===== src/rtl/imm_pkg.sv =====
// Shared types, opcode constants and the immediate extension helper for the
// immediate generator stage.
package imm_pkg;

    typedef enum logic [2:0] {
        IMM_I    = 3'd0,
        IMM_S    = 3'd1,
        IMM_B    = 3'd2,
        IMM_J    = 3'd3,
        IMM_U    = 3'd4,
        IMM_Z    = 3'd5,
        IMM_NONE = 3'd7
    } imm_type_e;

    localparam int MAX_XLEN = 64;

    localparam logic [6:0] OP_LOAD   = 7'b0000011;
    localparam logic [6:0] OP_IMM    = 7'b0010011;
    localparam logic [6:0] OP_JALR   = 7'b1100111;
    localparam logic [6:0] OP_FENCE  = 7'b0001111;
    localparam logic [6:0] OP_SYSTEM = 7'b1110011;
    localparam logic [6:0] OP_STORE  = 7'b0100011;
    localparam logic [6:0] OP_BRANCH = 7'b1100011;
    localparam logic [6:0] OP_JAL    = 7'b1101111;
    localparam logic [6:0] OP_LUI    = 7'b0110111;
    localparam logic [6:0] OP_AUIPC  = 7'b0010111;
    localparam logic [6:0] OP_OP     = 7'b0110011;

    // Extends to the widest supported XLEN; callers truncate to their own
    // XLEN, which is identical to extending directly to that width.
    function automatic logic [MAX_XLEN-1:0] imm_extend(input logic [31:0] instr,
                                                       input imm_type_e  imm_type);
        logic [MAX_XLEN-1:0] r;
        r = '0;
        case (imm_type)
            IMM_I:   r = {{52{instr[31]}}, instr[31:20]};
            IMM_S:   r = {{52{instr[31]}}, instr[31:25], instr[11:7]};
            IMM_B:   r = {{51{instr[31]}}, instr[31], instr[7], instr[30:25], instr[11:8], 1'b0};
            IMM_J:   r = {{43{instr[31]}}, instr[31], instr[19:12], instr[20], instr[30:21], 1'b0};
            IMM_U:   r = {{32{instr[31]}}, instr[31:12], 12'b0};
            IMM_Z:   r = {59'b0, instr[19:15]};
            default: r = '0;
        endcase
        return r;
    endfunction

endpackage


===== src/rtl/imm_decode.sv =====
// Combinational immediate decoder: picks the format from the opcode and
// produces the extended immediate, format tag and illegal flag.
module imm_decode
    import imm_pkg::*;
#(
    parameter int XLEN = 32
) (
    input  logic [31:0]     instr,
    output logic [XLEN-1:0] imm,
    output imm_type_e       imm_type,
    output logic            illegal
);

    always_comb begin
        imm_type = IMM_NONE;
        illegal  = 1'b0;
        // Opcodes not ending in 2'b11 never match and fall to the default.
        case (instr[6:0])
            OP_LOAD, OP_IMM, OP_JALR, OP_FENCE: imm_type = IMM_I;
            OP_SYSTEM:                          imm_type = instr[14] ? IMM_Z : IMM_I;
            OP_STORE:                           imm_type = IMM_S;
            OP_BRANCH:                          imm_type = IMM_B;
            OP_JAL:                             imm_type = IMM_J;
            OP_LUI, OP_AUIPC:                   imm_type = IMM_U;
            OP_OP:                              imm_type = IMM_NONE;
            default:                            illegal  = 1'b1;
        endcase
    end

    always_comb begin
        imm = XLEN'(imm_extend(instr, imm_type));
    end

endmodule


===== src/rtl/imm_gen_stage.sv =====
// Registered immediate generator stage with PC-relative target, sitting behind
// a valid/ready handshake with an optional two-entry skid buffer.
module imm_gen_stage
    import imm_pkg::*;
#(
    parameter int XLEN = 32,
    parameter int SKID = 1
) (
    input  logic            clk,
    input  logic            rst_n,
    input  logic            flush,
    input  logic            in_valid,
    output logic            in_ready,
    input  logic [31:0]     in_instr,
    input  logic [XLEN-1:0] in_pc,
    output logic            out_valid,
    input  logic            out_ready,
    output logic [XLEN-1:0] out_imm,
    output imm_type_e       out_type,
    output logic [XLEN-1:0] out_target,
    output logic            out_illegal
);

    // Handshake: a word moves on any rising edge where valid && ready; the
    // producer keeps valid and its payload stable until that edge, and
    // out_* never change while out_valid is high and out_ready is low.

    logic [XLEN-1:0] dec_imm;
    logic [XLEN-1:0] dec_target;
    imm_type_e       dec_type;
    logic            dec_illegal;

    imm_decode #(.XLEN(XLEN)) u_decode (
        .instr    (in_instr),
        .imm      (dec_imm),
        .imm_type (dec_type),
        .illegal  (dec_illegal)
    );

    assign dec_target = in_pc + dec_imm;

    logic            m_valid;
    logic [XLEN-1:0] m_imm;
    logic [XLEN-1:0] m_target;
    imm_type_e       m_type;
    logic            m_illegal;

    logic accept;
    logic drain;

    assign accept      = in_valid && in_ready;
    assign drain       = m_valid && out_ready;
    assign out_valid   = m_valid;
    assign out_imm     = m_imm;
    assign out_type    = m_type;
    assign out_target  = m_target;
    assign out_illegal = m_illegal;

    generate
        if (SKID != 0) begin : g_skid
            logic            k_valid;
            logic [XLEN-1:0] k_imm;
            logic [XLEN-1:0] k_target;
            imm_type_e       k_type;
            logic            k_illegal;

            // Ready comes straight off a flop, so no combinational path from out_ready.
            assign in_ready = !k_valid;

            always_ff @(posedge clk or negedge rst_n) begin
                if (!rst_n) begin
                    m_valid   <= 1'b0;
                    m_imm     <= '0;
                    m_target  <= '0;
                    m_type    <= IMM_I;
                    m_illegal <= 1'b0;
                    k_valid   <= 1'b0;
                    k_imm     <= '0;
                    k_target  <= '0;
                    k_type    <= IMM_I;
                    k_illegal <= 1'b0;
                end else if (flush) begin
                    m_valid <= 1'b0;
                    k_valid <= 1'b0;
                end else if (!m_valid || drain) begin
                    if (k_valid) begin
                        m_valid   <= 1'b1;
                        m_imm     <= k_imm;
                        m_target  <= k_target;
                        m_type    <= k_type;
                        m_illegal <= k_illegal;
                        k_valid   <= 1'b0;
                    end else begin
                        m_valid <= accept;
                        if (accept) begin
                            m_imm     <= dec_imm;
                            m_target  <= dec_target;
                            m_type    <= dec_type;
                            m_illegal <= dec_illegal;
                        end
                    end
                end else if (accept) begin
                    // M is stalled, so the new word parks in K.
                    k_valid   <= 1'b1;
                    k_imm     <= dec_imm;
                    k_target  <= dec_target;
                    k_type    <= dec_type;
                    k_illegal <= dec_illegal;
                end
            end
        end else begin : g_single
            assign in_ready = !m_valid || out_ready;

            always_ff @(posedge clk or negedge rst_n) begin
                if (!rst_n) begin
                    m_valid   <= 1'b0;
                    m_imm     <= '0;
                    m_target  <= '0;
                    m_type    <= IMM_I;
                    m_illegal <= 1'b0;
                end else if (flush) begin
                    m_valid <= 1'b0;
                end else if (accept) begin
                    m_valid   <= 1'b1;
                    m_imm     <= dec_imm;
                    m_target  <= dec_target;
                    m_type    <= dec_type;
                    m_illegal <= dec_illegal;
                end else if (drain) begin
                    m_valid <= 1'b0;
                end
            end
        end
    endgenerate

endmodule


===== config.mk =====
export PLATFORM = sky130hd
export DESIGN_NAME = imm_gen_stage
export DESIGN_NICKNAME = d
export VERILOG_FILES = /design/src/rtl/imm_pkg.sv /design/src/rtl/imm_decode.sv /design/src/rtl/imm_gen_stage.sv
export SDC_FILE = /design/constraint.sdc
export NUM_CORES = 1
export LEC_CHECK = 0
export BUFFER_PORTS_ARGS = -buffer_cell sky130_fd_sc_hd__buf_2
export CORE_MARGIN = 3
export CORE_UTILIZATION = 56
export DETAILED_ROUTE_END_ITERATION = 6
export GPL_ROUTABILITY_DRIVEN = 0
export PLACE_DENSITY = 0.84
export SETUP_SLACK_MARGIN = 0.5
export SYNTH_ARGS = -nofsm -noshare
export SYNTH_HDL_FRONTEND = slang
export SYNTH_SLANG_ARGS = --single-unit
export TNS_END_PERCENT = 10

===== constraint.sdc =====
create_clock -name clk -period 3.4 [get_ports clk]
set_clock_uncertainty 0.05 [all_clocks]
set_input_delay 0.34 -clock clk [delete_from_list [all_inputs] [get_ports clk]]
set_output_delay 0.34 -clock clk [all_outputs]
set_load 0.1 [all_outputs]

==> impl_metrics.csv <==
group,metric,value,unit
status,status,"finished, violations left",
status,violations,"design-rule violations, negative setup slack",
floorplan,die_h,125,microns
timing,slew_headroom,0.401,
clock_tree,cts_sinks,138,
clock_tree,numCtsBuffers,17,
floorplan,start_util,0.586,
yosys,syn-num-nets,1028,
floorplan,rows,42,
clock_tree,clock_path_buffers,2,
timing,min_period_over_period,1.21,
yosys,avgSynthCellArea,8.54,sq um
layout,final_util,0.813,
clock_tree,tritoncts,"yes",
placement,hpwl,16700,microns
yosys,synth.yosys.seq_area_share,0.436,
power,power_frac_comb,0.315,
clock_tree,root_buffer,"clkbuf_16",
yosys,yosys.cell_types.count,64,
grt,grt_use_total,0.326,
yosys,synth_flop_cell,"dfrtp_1",
power,power_density,526,mW/mm^2
clock_tree,clk_latency,420,ps
route,drtIter0Drc,1261,
route,vias,8826,
layout,num-nets-final,1302,
layout,num_antenna_cells,0,
clock_tree,clk_pin_slew,60,ps
timing,min_period,4120,ps
timing,final-setup-viol-count,53,
layout,drive_gt1_frac,0.351,
grt,grt_max_degree,90,
yosys,synth_edf_count,0,
floorplan,dieArea,0.0156,sq mm
timing,setup_tns,-20340,ps
route,routedWlPerCell,20.8,microns
route,drc,9,
grt,grt_first_pass_wirelength,41100,microns
placement,portBuffers,138,
critical_path,worstSetupStartpointType,"primary input",
yosys,ys_ff_latch,138,
critical_path,worstPathArrival,4320,ps
grt,grt_overflow,0,
route,via_per_inst,6.35,
power,switching_power,0.00224,W
clock_tree,h-tree-depth,4,
floorplan,fp.dieW,125,microns
min_path,holdCritPathClass,"in2reg",
layout,areaGrowthSynthToFinish,38.7,%
route,detail-route-antenna-nets,0,
power,internal_power,0.00352,W
power,vdd_drop_max,0.000497,V
grt,antenna_found_initial,0,
layout,fill_cells,754,
yosys,async_flop_share,1.00,
power,switching_share,0.389,
timing,worstMarginPinSlew,898,ps
power,leakagePower,5.75,nW
critical_path,endpoint_kind,"register",
critical_path,cp_max_fo,5,
critical_path,critPathKind,"in2reg",
floorplan,io_pins,139,
power,pwr-share-clk,0.329,
power,seqPwrFrac,0.355,
floorplan,coreArea,0.0135,sq mm
timing,max_freq,243,MHz
timing,rsz0062_at_grt,"true",
timing,setup_slack,-717,ps
critical_path,cp.required,3600,ps
placement,place_ws,-833,ps
timing,maxSlewViolCount,0,
grt,grt_pass1_vias,8147,
job,max-cap-violations,0,
route,routed_wl,28900,microns
yosys,synthCells,927,
route,drt-pass1-iter-count,7,
yosys,synth_area,0.00791,sq mm
yosys,ys_warn_count,0,
timing,final_hold_viol_count,0,
critical path: stages:
cell and delay [ps]:
buf_8 100, and2b_1 230, nand3b_1 130, a21oi_2 190
nor2_2 60, or2_4 280, a222oi_1 530, inv_1 180
ha_4 320, buf_4 100, nand3_1 70, o211ai_1 410
a311oi_2 200, buf_4 200, buf_6 130, o21bai_4 150
a21oi_2 90, xnor2_2 160, mux2i_1 280, o21ai_1 160
sequential cells by signal, summed over array words and instances (netlist names):
| name | cells |
|---|---|
| g_skid.k_type | 3 |
| out_imm | 32 |
| out_illegal | 1 |
| g_skid.k_imm | 32 |
| out_valid | 1 |
| out_target | 32 |
| g_skid.k_valid | 1 |
| out_type | 3 |
| g_skid.k_illegal | 1 |
| g_skid.k_target | 32 |
stage by stage:
step                      instance area, sq um  total power [W]  hold WS (ps)  cells
final                                    11000          0.00577          62.3   1390
after detailed placement                  9780          0.00372           332   1333
after floorplan                           7960          0.00326         -5.59    927
after global routing                     11000          0.00598          52.7   1390
after global placement                    9780          0.00368           336   1333
after CTS                                10700          0.00566          48.8   1381
cells in the final DEF, fill, tap and decap left out, drive strengths merged, types with 10 or more instances in the layout:
cell type | synthesis | routed
buf | 13 | 311
nand2 | 184 | 184
dfrtp | 138 | 138
o21ai | 116 | 116
a21oi | 79 | 79
nor2 | 60 | 60
ha | 31 | 31
inv | 27 | 28
mux2i | 24 | 24
clkbuf | 45 | 20
xor2 | 17 | 17
nor3 | 17 | 17
nand3 | 16 | 16
a31oi | 14 | 14
nor2b | 13 | 13
mux2 | 11 | 11
and2 | 10 | 10
and3 | 10 | 10
xnor2 | 10 | 10
logic make-up (layout without fill, tap and decap cells):
family / count (synthesis) / after routing / synth area share
buf+inv: 85 / 372 / 0.0435
simple gates: 339 / 339 / 0.193
mux: 35 / 35 / 0.0460
flops: 138 / 138 / 0.436
compound gates: 271 / 271 / 0.200
xor+xnor: 27 / 27 / 0.0299
fa+ha+maj: 32 / 32 / 0.0515
cell type report:
| cell class | count | area (sq um) | share of cell area |
|---|---|---|---|
| clock inverters | 13 | 169 | 0.0154 |
| well taps | 176 | 220 | 0.0201 |
| multi-input cells | 704 | 4530 | 0.413 |
| inverters | 27 | 101 | 0.00923 |
| clock buffers | 19 | 443 | 0.0404 |
| flip-flops and latches | 138 | 3450 | 0.315 |
| repair buffers | 313 | 2060 | 0.188 |
power groups by stage:
stage	sequential (W)	combinational, W	clock, W
2_1_floorplan	0.00279	0.000469	0
3_3_place_gp	0.00204	0.00164	0
3_5_place_dp	0.00205	0.00167	0
4_1_cts	0.00203	0.00172	0.00191
5_1_grt	0.00207	0.00190	0.00200
6_report	0.00205	0.00182	0.00190
worst paths after layout:
kind	startpoint	endpoint	slack (ps)	cells past startpoint
min in group asynchronous	rst_n	out_imm[7]	440	2
max in group asynchronous	rst_n	g_skid.k_target[1]	2070	3
worst min register to register	out_imm[23]	out_imm[23]	420	2
worst min-delay path	flush	out_valid	60	2
worst max-delay path	in_instr[3]	out_target[15]	-720	20
worst max register to register	g_skid.k_valid	g_skid.k_imm[11]	1010	5
synthesized netlist by cell type, drive strengths merged (7+ instances only):
master | number | area share
nand2 | 184 | 0.087
dfrtp | 138 | 0.44
o21ai | 116 | 0.073
a21oi | 79 | 0.050
nor2 | 60 | 0.029
clkbuf | 45 | 0.021
ha | 31 | 0.049
inv | 27 | 0.013
mux2i | 24 | 0.030
nor3 | 17 | 0.011
xor2 | 17 | 0.019
nand3 | 16 | 0.010
a31oi | 14 | 0.011
buf | 13 | 0.0093
nor2b | 13 | 0.011
mux2 | 11 | 0.016
and2 | 10 | 0.0079
and3 | 10 | 0.0079
xnor2 | 10 | 0.011
a21o | 9 | 0.0085
o211ai | 7 | 0.0066
timing repair:
| item | in CTS | in global routing |
|---|---|---|
| setup endpoints to repair | 53 | 60 |
| endpoints found under the hold margin | 71 | 0 |
| cloned | 0 | 0 |
| setup buffers | 15 | 9 |
| pin swaps | 49 | 43 |
| gates resized for setup | 49 | 44 |
| hold buffers | 1 | 0 |
layer usage:
metal | global-route usage | wire length (microns) | vias up
met5 | 0 | 0 | -
met4 | 0.136 | 2090 | 0
met3 | 0.0836 | 3260 | 233
met2 | 0.546 | 13500 | 729
met1 | 0.403 | 10100 | 4078
li1 | - | - | 3786
Power figures use the tool's default switching activity.
